File: src/rtl/alu_sequencer.sv
// rtl/alu_sequencer.sv - ALU issue/write-back sequencer with 8x16 register file
// Optional build macro SEQ_R0_ZERO_EN: r0 reads as zero and ignores writes.

`ifndef OP_ADD
`define OP_ADD   4'h0
`define OP_SUB   4'h1
`define OP_AND   4'h2
`define OP_OR    4'h3
`define OP_XOR   4'h4
`define OP_LOADI 4'h5
`endif

module alu_sequencer (
    input  logic        ck,
    input  logic        res,
    input  logic        in_valid,
    output logic        in_ready,
    input  logic [15:0] instr,
    output logic [15:0] alu_l,
    output logic [15:0] alu_r,
    output logic [3:0]  alu_op,
    input  logic [15:0] alu_o,
    output logic        done,
    output logic        illegal,
    input  logic [2:0]  dbg_addr,
    output logic [15:0] dbg_data
);

    typedef enum logic [1:0] {
        S_IDLE  = 2'd0,
        S_ISSUE = 2'd1,
        S_WB    = 2'd2
    } state_t;

    state_t      state;
    logic [15:0] rf [8];
    logic [2:0]  rd_q;

    logic [3:0]  opcode;
    logic [2:0]  rd;
    logic [2:0]  rs1;
    logic [2:0]  rs2;
    logic [8:0]  imm9;
    logic        op_legal;
    logic        op_loadi;

    assign opcode = instr[15:12];
    assign rd     = instr[11:9];
    assign rs1    = instr[8:6];
    assign rs2    = instr[5:3];
    assign imm9   = instr[8:0];

    always_comb begin
        op_legal = 1'b0;
        case (opcode)
            `OP_ADD, `OP_SUB, `OP_AND, `OP_OR, `OP_XOR, `OP_LOADI: op_legal = 1'b1;
            default: op_legal = 1'b0;
        endcase
    end

    assign op_loadi = (opcode == `OP_LOADI);

    function automatic logic [15:0] rf_read(input logic [2:0] addr);
`ifdef SEQ_R0_ZERO_EN
        rf_read = (addr == 3'd0) ? 16'h0000 : rf[addr];
`else
        rf_read = rf[addr];
`endif
    endfunction

    assign dbg_data = rf_read(dbg_addr);

    always_ff @(posedge ck) begin
        if (res) begin
            state    <= S_IDLE;
            in_ready <= 1'b1;
            alu_l    <= 16'h0000;
            alu_r    <= 16'h0000;
            alu_op   <= `OP_LOADI;
            done     <= 1'b0;
            illegal  <= 1'b0;
            rd_q     <= 3'd0;
            for (int i = 0; i < 8; i++) begin
                rf[i] <= 16'h0000;
            end
        end else begin
            done    <= 1'b0;
            illegal <= 1'b0;
            case (state)
                S_IDLE: begin
                    if (in_valid) begin
                        if (op_legal) begin
                            alu_l    <= rf_read(rs1);
                            alu_r    <= op_loadi ? {7'b0, imm9} : rf_read(rs2);
                            alu_op   <= opcode;
                            rd_q     <= rd;
                            in_ready <= 1'b0;
                            state    <= S_ISSUE;
                        end else begin
                            illegal  <= 1'b1;
                        end
                    end
                end
                // ALU registers the held operands at the end of this cycle.
                S_ISSUE: begin
                    state <= S_WB;
                end
                S_WB: begin
`ifdef SEQ_R0_ZERO_EN
                    if (rd_q != 3'd0) begin
                        rf[rd_q] <= alu_o;
                    end
`else
                    rf[rd_q] <= alu_o;
`endif
                    done     <= 1'b1;
                    alu_op   <= `OP_LOADI;
                    alu_l    <= 16'h0000;
                    alu_r    <= 16'h0000;
                    in_ready <= 1'b1;
                    state    <= S_IDLE;
                end
                default: begin
                    state    <= S_IDLE;
                    in_ready <= 1'b1;
                end
            endcase
        end
    end

endmodule

File: config.mk
export PLATFORM = sky130hd
export DESIGN_NAME = alu_sequencer
export DESIGN_NICKNAME = d
export VERILOG_FILES = /design/src/rtl/alu_sequencer.sv
export SDC_FILE = /design/constraint.sdc
export NUM_CORES = 1
export LEC_CHECK = 0
export CAP_MARGIN = 20
export CORE_UTILIZATION = 45
export DETAILED_ROUTE_END_ITERATION = 10
export PLACE_DENSITY = 0.73
export SLEW_MARGIN = 30
export SYNTH_ARGS = -nofsm -noshare
export SYNTH_HDL_FRONTEND = slang
export SYNTH_SLANG_ARGS = --single-unit
export TNS_END_PERCENT = 50
File: constraint.sdc
create_clock -name ck -period 2.8 [get_ports ck]
set_input_delay 0.7 -clock ck [delete_from_list [all_inputs] [get_ports ck]]
set_output_delay 0.7 -clock ck [all_outputs]
set_load 0.01 [all_outputs]
==> results by group <==
Floorplanning
  • Starting Density: a little under half
  • Standard-cell rows: 51
  • Ports: 93
  • Die Y: about 140 µm
  • Die width: approximately 140 µm
  • Die area: just over 20000 µm²
  • Core Area: ~20000 µm²

Layout
  • Layout cell share with drive strength beyond 1: 29.7%
  • Non-Filler Instances: 987
  • Synthesis-to-finish area growth: 25.0%
  • Nets: approximately 750
  • Final Core Density: 57.9%
  • Post-Layout Inst Area: roughly 11000 µm²

STA
  • RSZ-0062 raised after global routing: no
  • Layout Skew: about 11 ps
  • Worst Hold Slack: roughly 470 ps
  • Final Hold Viols: 0
  • Final Setup Violations: 0
  • Fmax: roughly 0.36 GHz
  • TNS Setup: 0 ps
  • Worst Tran Pin Value: roughly 600 ps
  • Rel. slew slack: 59.3%
  • Max-slew violations: 0
  • Fin crit share: between 90% and 100%
  • Time the worst path needs with I/O delays and setup: 2770 ps

Synthesis
  • #FFs+latches synth: about 170
  • Cell with the most instances after synthesis: and2_1
  • Top_reg_cell synth: edfxtp_1
  • Synthesized Nets: about 630
  • EDFF count, synth: approximately 130
  • Seq/Total Area, Yosys: 51.9%
  • Unique masters post-synth: 35
  • Top cell types by occurrence after synthesis: 129 x and2_1, 128 x edfxtp_1, 96 x mux4_2, 44 x dfxtp_1, 34 x mux2i_1
  • Synth area leader: edfxtp_1
  • Synth top area cells: edfxtp_1 42%, mux4_2 24%, dfxtp_1 9.7%
  • Post-Syn Instances: roughly 600
  • Async S/R FF share, synth: 0%
  • Mean Syn Cell Area: between 15 and 20 µm²
  • Post-Syn Area: ~9000 µm²
  • Post-synth top area share: approximately 42%
  • Ys Warns: 0

Route
  • DR iter-0 viols: approximately 630
  • Via count: 5994
  • WL/cell: about 25 µm
  • Drt pass-1 iters: 5
  • Post-route DRC: 0
  • Post-Route WL: about 25 mm
  • Final ANT Viol Nets: 0
  • Post-DR vias/cell: between 6 and 7

Flow run
  • Max_cap viols: 0

Global routing
  • All-Layer GR Usage: 25.4%
  • First-pass GRT wire length: 37.1 mm
  • Congestion Overflow GR: 0
  • Antenna violations before repair: 1
  • Largest net degree at the start of global routing: 33
  • Vias in the first global route: 6130

Place
  • Final HPWL from detailed placement: around 16 mm
  • PortBufs: 92
  • Post-placement cell area: 10700 µm²
  • Post-Place Cells: roughly 950
  • Routability cong.: 0.827

Clock tree
  • Reg clk slew, reported paths: around 70 ps
  • Clock Tree Root: clkbuf_16
  • # hold bufs at CTS: 0
  • Worst skew pair latency: roughly 440 ps
  • H-tree depth: 4
  • Clk sinks: between 150 and 200
  • Total clock buffers created by CTS: 17
  • CTS max path bufs: 2
  • CTS tree: done

Setup path
  • Setup CP Type: in -> out
  • Startpoint type of the worst setup path: input port
  • Worst r2r dst: rf[5][2]
  • RR Startpoint: state[1]
  • Req. time, crit path: around 2100 ps
  • Crit path to: dbg_data[7]
  • Crit-path max FO: 16
  • R2R depth: 5
  • CP Data Arrival Time: 2070 ps
  • Worst Setup SP: dbg_addr[2]
  • Reg2reg setup slack: 950 ps
  • Crit end category: output pin

Worst hold path
  • HP Class: reg -> reg

Status
  • Status: finished clean

Power
  • P_leak: approximately 0.0042 µW
  • Power per Cell Area: 538 nW/µm²
  • Maximum VDD drop: approximately 0.32 mV
## registers in the layout (all words and copies together), names as in the netlist
signal	flops
rf	128
rd_q	3
alu_op	4
alu_l	16
alu_r	16
in_ready	1
state	2
done	1
illegal	1
## cells by family (layout without fill, tap and decap cells)
family,Yosys count,in the layout,synth area share (%)
buffers and inverters,48,178,2.61
flip-flops,172,172,51.9
other,0,1,0
AND/OR/NAND/NOR,176,176,11.9
multiplexers,146,146,29.5
AO/OA/AOI/OAI,49,49,4.09
## power by group
group	switching, µW	internal, µW	total (µW)	leakage, µW
combinational	365	444	808	0.00223
sequential	73.9	2820	2900	0.00168
clock	1070	1350	2420	0.000288
total	1510	4610	6120	0.00419
## layout by cell type, fill, tap and decap left out, drive strengths merged
master,instances
dfxtp,44
a211o,1
a21oi,8
nor3,3
nand2b,3
buf,56
bufinv,2
clkinv,4
edfxtp,128
clkinvlp,3
clkbuf,17
nor3b,1
dlygate4sd2,13
mux2i,34
nor4b,1
nor2,16
clkdlybuf4s50,72
nor4bb,1
o2bb2ai,22
mux4,96
or2,9
nand2,8
a22o,10
clkdlybuf4s15,3
nand3,2
o21ai,7
and3,1
and2,129
or4b,1
nand4bb,1
diode,1
a21o,1
mux2,16
inv,8
## worst min-delay path by stage
| stage | start | end | cells after the start |
|---|---|---|---|
| floorplan | rd_q[0] | rd_q[0] | 2 |
| global placement | alu_l[15] | alu_l[15] | 1 |
| detailed placement | alu_l[5] | alu_l[5] | 1 |
| CTS | alu_l[5] | alu_l[5] | 1 |
| global route | alu_l[15] | alu_l[15] | 1 |
| finish | alu_l[5] | alu_l[5] | 1 |
## area by class of cell
class	count	area [µm²]
multi-input cells	371	4130
inverters	2	12.5
diodes	1	2.50
clock inverters	15	179
flip-flops and latches	172	4720
well taps	265	332
clock buffers	17	425
repair buffers	144	1560
fillers	1549	8280
## what timing repair did
action | in CTS | in global routing
pin swaps | 0 | 0
gates resized for setup | 28 | 3
buffers inserted | 0 | 0
setup endpoints to repair | 16 | 9
cloned | 3 | 0
## through the flow
step	power, µW	setup slack [ps]
after detailed placement	3750	-480
after global placement	3730	-456
after CTS	6140	3.93
after global routing	6270	11.6
final	6120	27.3
after floorplan	3370	69.6
## worst max-delay path, cell delays in order
cell	delay, ps
clkdlybuf4s50_1	520
buf_12	200
mux2_2	360
dlygate4sd2_1	290
## layer usage
layer	up-vias	part of all wire (%)	track usage [%]
met2	347	52	44.6
met1	3025	37	30.3
met3	64	7.2	4.27
met4	0	3.8	12.5
met5	-	0	0
li1	2558	-	-
Power figures use the tool's default switching activity.
